==> src/rtl/vif_task_writer_rr.sv <==
// Multi-channel byte producer: per-channel FIFOs drained by a round-robin arbiter
// into one registered valid/ready output stage tagged with the source channel.
module vif_task_writer_rr #(
    parameter int NCH   = 4,
    parameter int DW    = 8,
    parameter int DEPTH = 4,
    localparam int CHW  = (NCH > 1) ? $clog2(NCH) : 1
) (
    input  logic              clk,
    input  logic              rst_n,
    input  logic [NCH-1:0]    task_en,
    input  logic [NCH*DW-1:0] in_task_data,
    output logic [NCH-1:0]    task_ready,
    output logic [NCH-1:0]    ovf,
    output logic [DW-1:0]     out_data,
    output logic [CHW-1:0]    out_ch,
    output logic              out_valid,
    input  logic              out_ready,
    output logic              task_output_valid
);

    localparam int PW = $clog2(DEPTH);
    localparam int CW = PW + 1;

    logic [DW-1:0]  mem    [NCH][DEPTH];
    logic [PW-1:0]  wr_ptr [NCH];
    logic [PW-1:0]  rd_ptr [NCH];
    logic [CW-1:0]  count  [NCH];
    logic [NCH-1:0] push;
    logic [NCH-1:0] pop;
    logic           load;
    logic           grant_valid;
    logic [CHW-1:0] grant;
    logic [CHW-1:0] rr_ptr;
    logic [CHW-1:0] sel;
    int             idx;

    assign task_output_valid = out_valid;
    assign load              = !out_valid || out_ready;

    // Ready depends on registered counts only, so a full FIFO never takes a word
    // even when it is being popped in the same cycle.
    always_comb begin
        task_ready = '0;
        push       = '0;
        pop        = '0;
        for (int i = 0; i < NCH; i++) begin
            task_ready[i] = (count[i] != CW'(DEPTH));
            push[i]       = task_en[i] && task_ready[i];
            pop[i]        = load && grant_valid && (int'(grant) == i);
        end
    end

    always_comb begin
        grant_valid = 1'b0;
        grant       = '0;
        idx         = 0;
        sel         = '0;
        for (int off = 0; off < NCH; off++) begin
            idx = int'(rr_ptr) + off;
            if (idx >= NCH) idx = idx - NCH;
            sel = CHW'(idx);
            if (!grant_valid && (count[sel] != '0)) begin
                grant_valid = 1'b1;
                grant       = sel;
            end
        end
    end

    always_ff @(posedge clk or negedge rst_n) begin
        if (!rst_n) begin
            for (int i = 0; i < NCH; i++) begin
                wr_ptr[i] <= '0;
                rd_ptr[i] <= '0;
                count[i]  <= '0;
            end
            ovf <= '0;
        end else begin
            for (int i = 0; i < NCH; i++) begin
                if (push[i]) wr_ptr[i] <= wr_ptr[i] + PW'(1);
                if (pop[i])  rd_ptr[i] <= rd_ptr[i] + PW'(1);
                if (push[i] && !pop[i])
                    count[i] <= count[i] + CW'(1);
                else if (!push[i] && pop[i])
                    count[i] <= count[i] - CW'(1);
                if (task_en[i] && !task_ready[i]) ovf[i] <= 1'b1;
            end
        end
    end

    // Storage carries no reset; occupancy is tracked entirely by the counts.
    always_ff @(posedge clk) begin
        for (int i = 0; i < NCH; i++) begin
            if (push[i]) mem[i][wr_ptr[i]] <= in_task_data[i*DW +: DW];
        end
    end

    always_ff @(posedge clk or negedge rst_n) begin
        if (!rst_n) begin
            out_valid <= 1'b0;
            out_data  <= '0;
            out_ch    <= '0;
            rr_ptr    <= '0;
        end else if (load) begin
            if (grant_valid) begin
                out_data  <= mem[grant][rd_ptr[grant]];
                out_ch    <= grant;
                out_valid <= 1'b1;
                rr_ptr    <= (int'(grant) == NCH - 1) ? '0 : grant + CHW'(1);
            end else begin
                out_valid <= 1'b0;
            end
        end
    end

endmodule

==> config.mk <==
export PLATFORM = sky130hd
export DESIGN_NAME = vif_task_writer_rr
export DESIGN_NICKNAME = d
export VERILOG_FILES = /design/src/rtl/vif_task_writer_rr.sv
export SDC_FILE = /design/constraint.sdc
export NUM_CORES = 1
export LEC_CHECK = 0
export BUFFER_PORTS_ARGS = -buffer_cell sky130_fd_sc_hd__buf_2
export CAP_MARGIN = 20
export CORE_MARGIN = 4
export CORE_UTILIZATION = 25
export DETAILED_ROUTE_END_ITERATION = 6
export GPL_ROUTABILITY_DRIVEN = 0
export PLACE_DENSITY = 0.5
export RECOVER_POWER = 50
export SLEW_MARGIN = 20
export SYNTH_ARGS = -nofsm -noshare
export SYNTH_HDL_FRONTEND = slang
export SYNTH_SLANG_ARGS = --single-unit
export TNS_END_PERCENT = 20
==> constraint.sdc <==
create_clock -name clk -period 3.8 [get_ports clk]
set_clock_uncertainty 0.15 [all_clocks]
set_input_delay 0.38 -clock clk [delete_from_list [all_inputs] [get_ports clk]]
set_output_delay 0.38 -clock clk [all_outputs]
set_load 0.02 [all_outputs]
==> impl_results.md <==
- Status: completed
- Final cycle utilization of the critical path: 82.4%
- FILL cells: 2,980
- Worst Max-Slew Pin Slew: 1410 ps
- Cell Area, Synth: 7480 sq um
- Top post-synthesis cells by area: edfxtp_1 51%, dfrtp_1 15%, mux2i_1 4.3%
- HP Class: in -> reg
- Max_slew headroom: 6.08%
- Final setup TNS: 0 ps
- Vias/cell: 4.32
- Synth Area in Compound Gates: 10.6%
- IO Count: 59
- Simple-gate share of the synthesized area: 7.17%
- Cell type with the largest total area after synthesis: edfxtp_1
- Critical path launch point type: flop
- Total grt overflow: 0
- Hold Startpoint: in_task_data[21]
- Top FF cell, synth: edfxtp_1
- Storage element area: 4970 sq um
- CP Max Fanout: 43
- Combinational family with the most area after synthesis: compound AO/OA/AOI/OAI gates
- Unrepaired setup endpoints after global routing: no
- Layout cell share with drive strength beyond 1: 11.8%
- YS warnings: 0
- Initial antenna violation count: 1
- Met3 Use GR: 2.62%
- # rows: 63
- CTS Buf Count: 17
- Hold Path Sink: mem[2][5]
- XOR/XNOR share of the synthesized area: 2.81%
- Synthesized Nets: 600
- CP Depth: 9
- Post-synth ARST share: 26.0%
- Number of diodes: 0
- R2R Path End: out_data[2]
- Crit. Startpoint: count[3]
- Number of I/O port buffers: 58
- CTS tree: built
- Worst vdd ir: 0.438 mV
- GRT busiest layer: met2
- Critical path arrival: 3310 ps
- Slowest library cell on the worst path: dfrtp_1
- Kind of critical path: reg -> reg
- PD cells: 944 nW/um^2
- Wirelength per Cell: 16.9 microns
- Depth of the CTS H-tree: 4
- Worst-path clk slew: 70 ps
- Total number of vias: 4,310
- Largest net degree at the start of global routing: 67
- Mux contribution to synthesized area: 5.07%
- Drt first pass iters: 4
- Post-CTS setup buffer count: 0
- Total core area: 29,600 sq um
- Worst skew pair latency: 430 ps
- Max_cap viols: 0
- Avg Inst Size Synth: 14.0 sq um
- Die area: 32,800 sq um
- Final nets: 662
- Post-synth EDFFs: 128
- Routed Antenna Nets: 0
- Met2 usage: 17.9%
- Static Leak: 3.21 nW
- R2R setup slack: 670 ps
- Synth top area share: 51.4%
- Critical path endpoint category: flop
- Fin. max-slew vios: 0
- Die Y: 181 microns
- Gate Count Post-Synth: 533
- Starting Density: 25.3%
- Required time of the critical path: 3970 ps
- Hold Worst Slack: 73.3 ps
- CP Buf/Inv Count: 2
- Synth-to-Final Area Change: 17.0%
- Met1 Use GR: 13.0%
- Worst r2r src: count[3]
- Post-DP HPWL: 12.4 mm
- R2R depth: 9
- Yosys reg bits: 173
- Vias in the first global route: 4,415
- Hold depth: 1
- Post-synth cell types: 44
- Finish-stage setup viols: 0
- Root cell of the clock tree: clkbuf_16
- Final min period: 3130 ps
- GRT Resource Usage Total: 10.3%
- CP max stage delay: 460 ps
- Synth Area in Adders: 5.08%
- Die Wd: 181 microns
- Maximum clock frequency: 0.319 GHz
- Top cell family by delay on the critical path: compound AO/OA/AOI/OAI gates
- Critical-path cell list: nor3_4, o221ai_1, a21oi_4, buf_4, buf_4, a21oi_1, a221o_1, a211o_1, o311ai_1
- # DRC: 0
- Post-Route WL: 16.9 mm
- Final number of hold-violating endpoints: 0
- Global-route wire length before repair: 25.6 mm
- Top cell by count, worst path: buf_4
- Sink Count: 173
- Multi-input logic area: 2300 sq um
- DR iter-0 viols: 310
- Sequential fraction of the synthesis area: 66.4%
- CTS Buffer Depth: 2
[final cells by class]
| type | count | area share [%] |
|---|---|---|
| sequential | 173 | 56.8 |
| multi-input combinational | 319 | 26.3 |
| tap | 390 | 5.57 |
| clock buffer | 17 | 4.86 |
| timing repair buffer | 69 | 3.86 |
| clock inverter | 15 | 1.96 |
| inverter | 15 | 0.643 |
[stage by stage]
stage | std cells | worst slack (ps) | power [mW] | utilization, % | instance area [sq um]
2_1_floorplan | 533 | 494 | 5.74 | - | 7480
3_3_place_gp | 963 | 704 | 6.60 | 27.7 | 8180
3_5_place_dp | 963 | 698 | 6.62 | 27.7 | 8180
4_1_cts | 998 | 679 | 8.38 | 29.8 | 8810
5_1_grt | 998 | 391 | 8.87 | 29.6 | 8750
6_report | 998 | 667 | 8.27 | 29.6 | 8750
[registers in the layout (all words and copies together) (netlist names)]
name       flops
mem          128
rd_ptr         8
ovf            4
count         12
out_data       8
wr_ptr         8
rr_ptr         2
out_ch         2
out_valid      1
[layer usage]
metal,wire length [microns],up-vias
met1,7270,2103
met3,781,14
li1,-,2112
met2,8610,79
met4,191,2
met5,13,-
[synth_stat cells (11+ instances only)]
library cell	n
ha_1	24
nor2_1	11
nand2_1	72
dfrtp_1	45
and3_1	16
a21oi_1	43
xnor2_1	16
a22oi_1	17
mux2i_1	32
inv_1	14
edfxtp_1	128
[cell families (layout without fill, tap and decap cells)]
family	after synthesis	after routing
adders and majority gates	28	28
muxes	37	37
and+or+nand+nor	118	118
DFF	173	173
buffers and inverters	41	116
AOI/OAI and AO/OA	112	112
xor gates and xnor gates	24	24
[worst max path at each step]
stage	endpoint	slack, ps
6_report	out_data[2]	670
5_1_grt	out_data[0]	390
4_1_cts	out_data[2]	680
3_5_place_dp	count[4]	700
3_3_place_gp	count[4]	700
2_1_floorplan	count[1]	490
[where the power goes]
group / leakage (nW) / total (mW) / internal (mW) / switching [mW]
clock: 0.291 / 1.74 / 0.941 / 0.801
sequential: 1.70 / 2.89 / 2.59 / 0.302
combinational: 1.22 / 3.63 / 1.40 / 2.23
total: 3.21 / 8.27 / 4.93 / 3.34
[cells in the final DEF, fill, tap and decap left out, drive strengths merged, types with 4 or more instances in the layout]
master  count
mux2i      33
a221oi      8
a21oi      44
inv        23
and3       16
nand2      72
fa          4
nand3       6
a211o       8
a221o       8
edfxtp    128
ha         24
mux2        4
xnor2      16
clkbuf     59
nor2       11
xor2        8
o21ai       8
buf        24
dfrtp      45
a22oi      18
o311ai      8
and2        4
clkinv      5
a31o        4
[timing repair]
| action | CTS | global route |
|---|---|---|
| endpoints found under the hold margin | 30 | 0 |
| resized for setup | 0 | 0 |
| hold buffers | 3 | 0 |
Note: power is estimated with default switching activity, not from simulation.
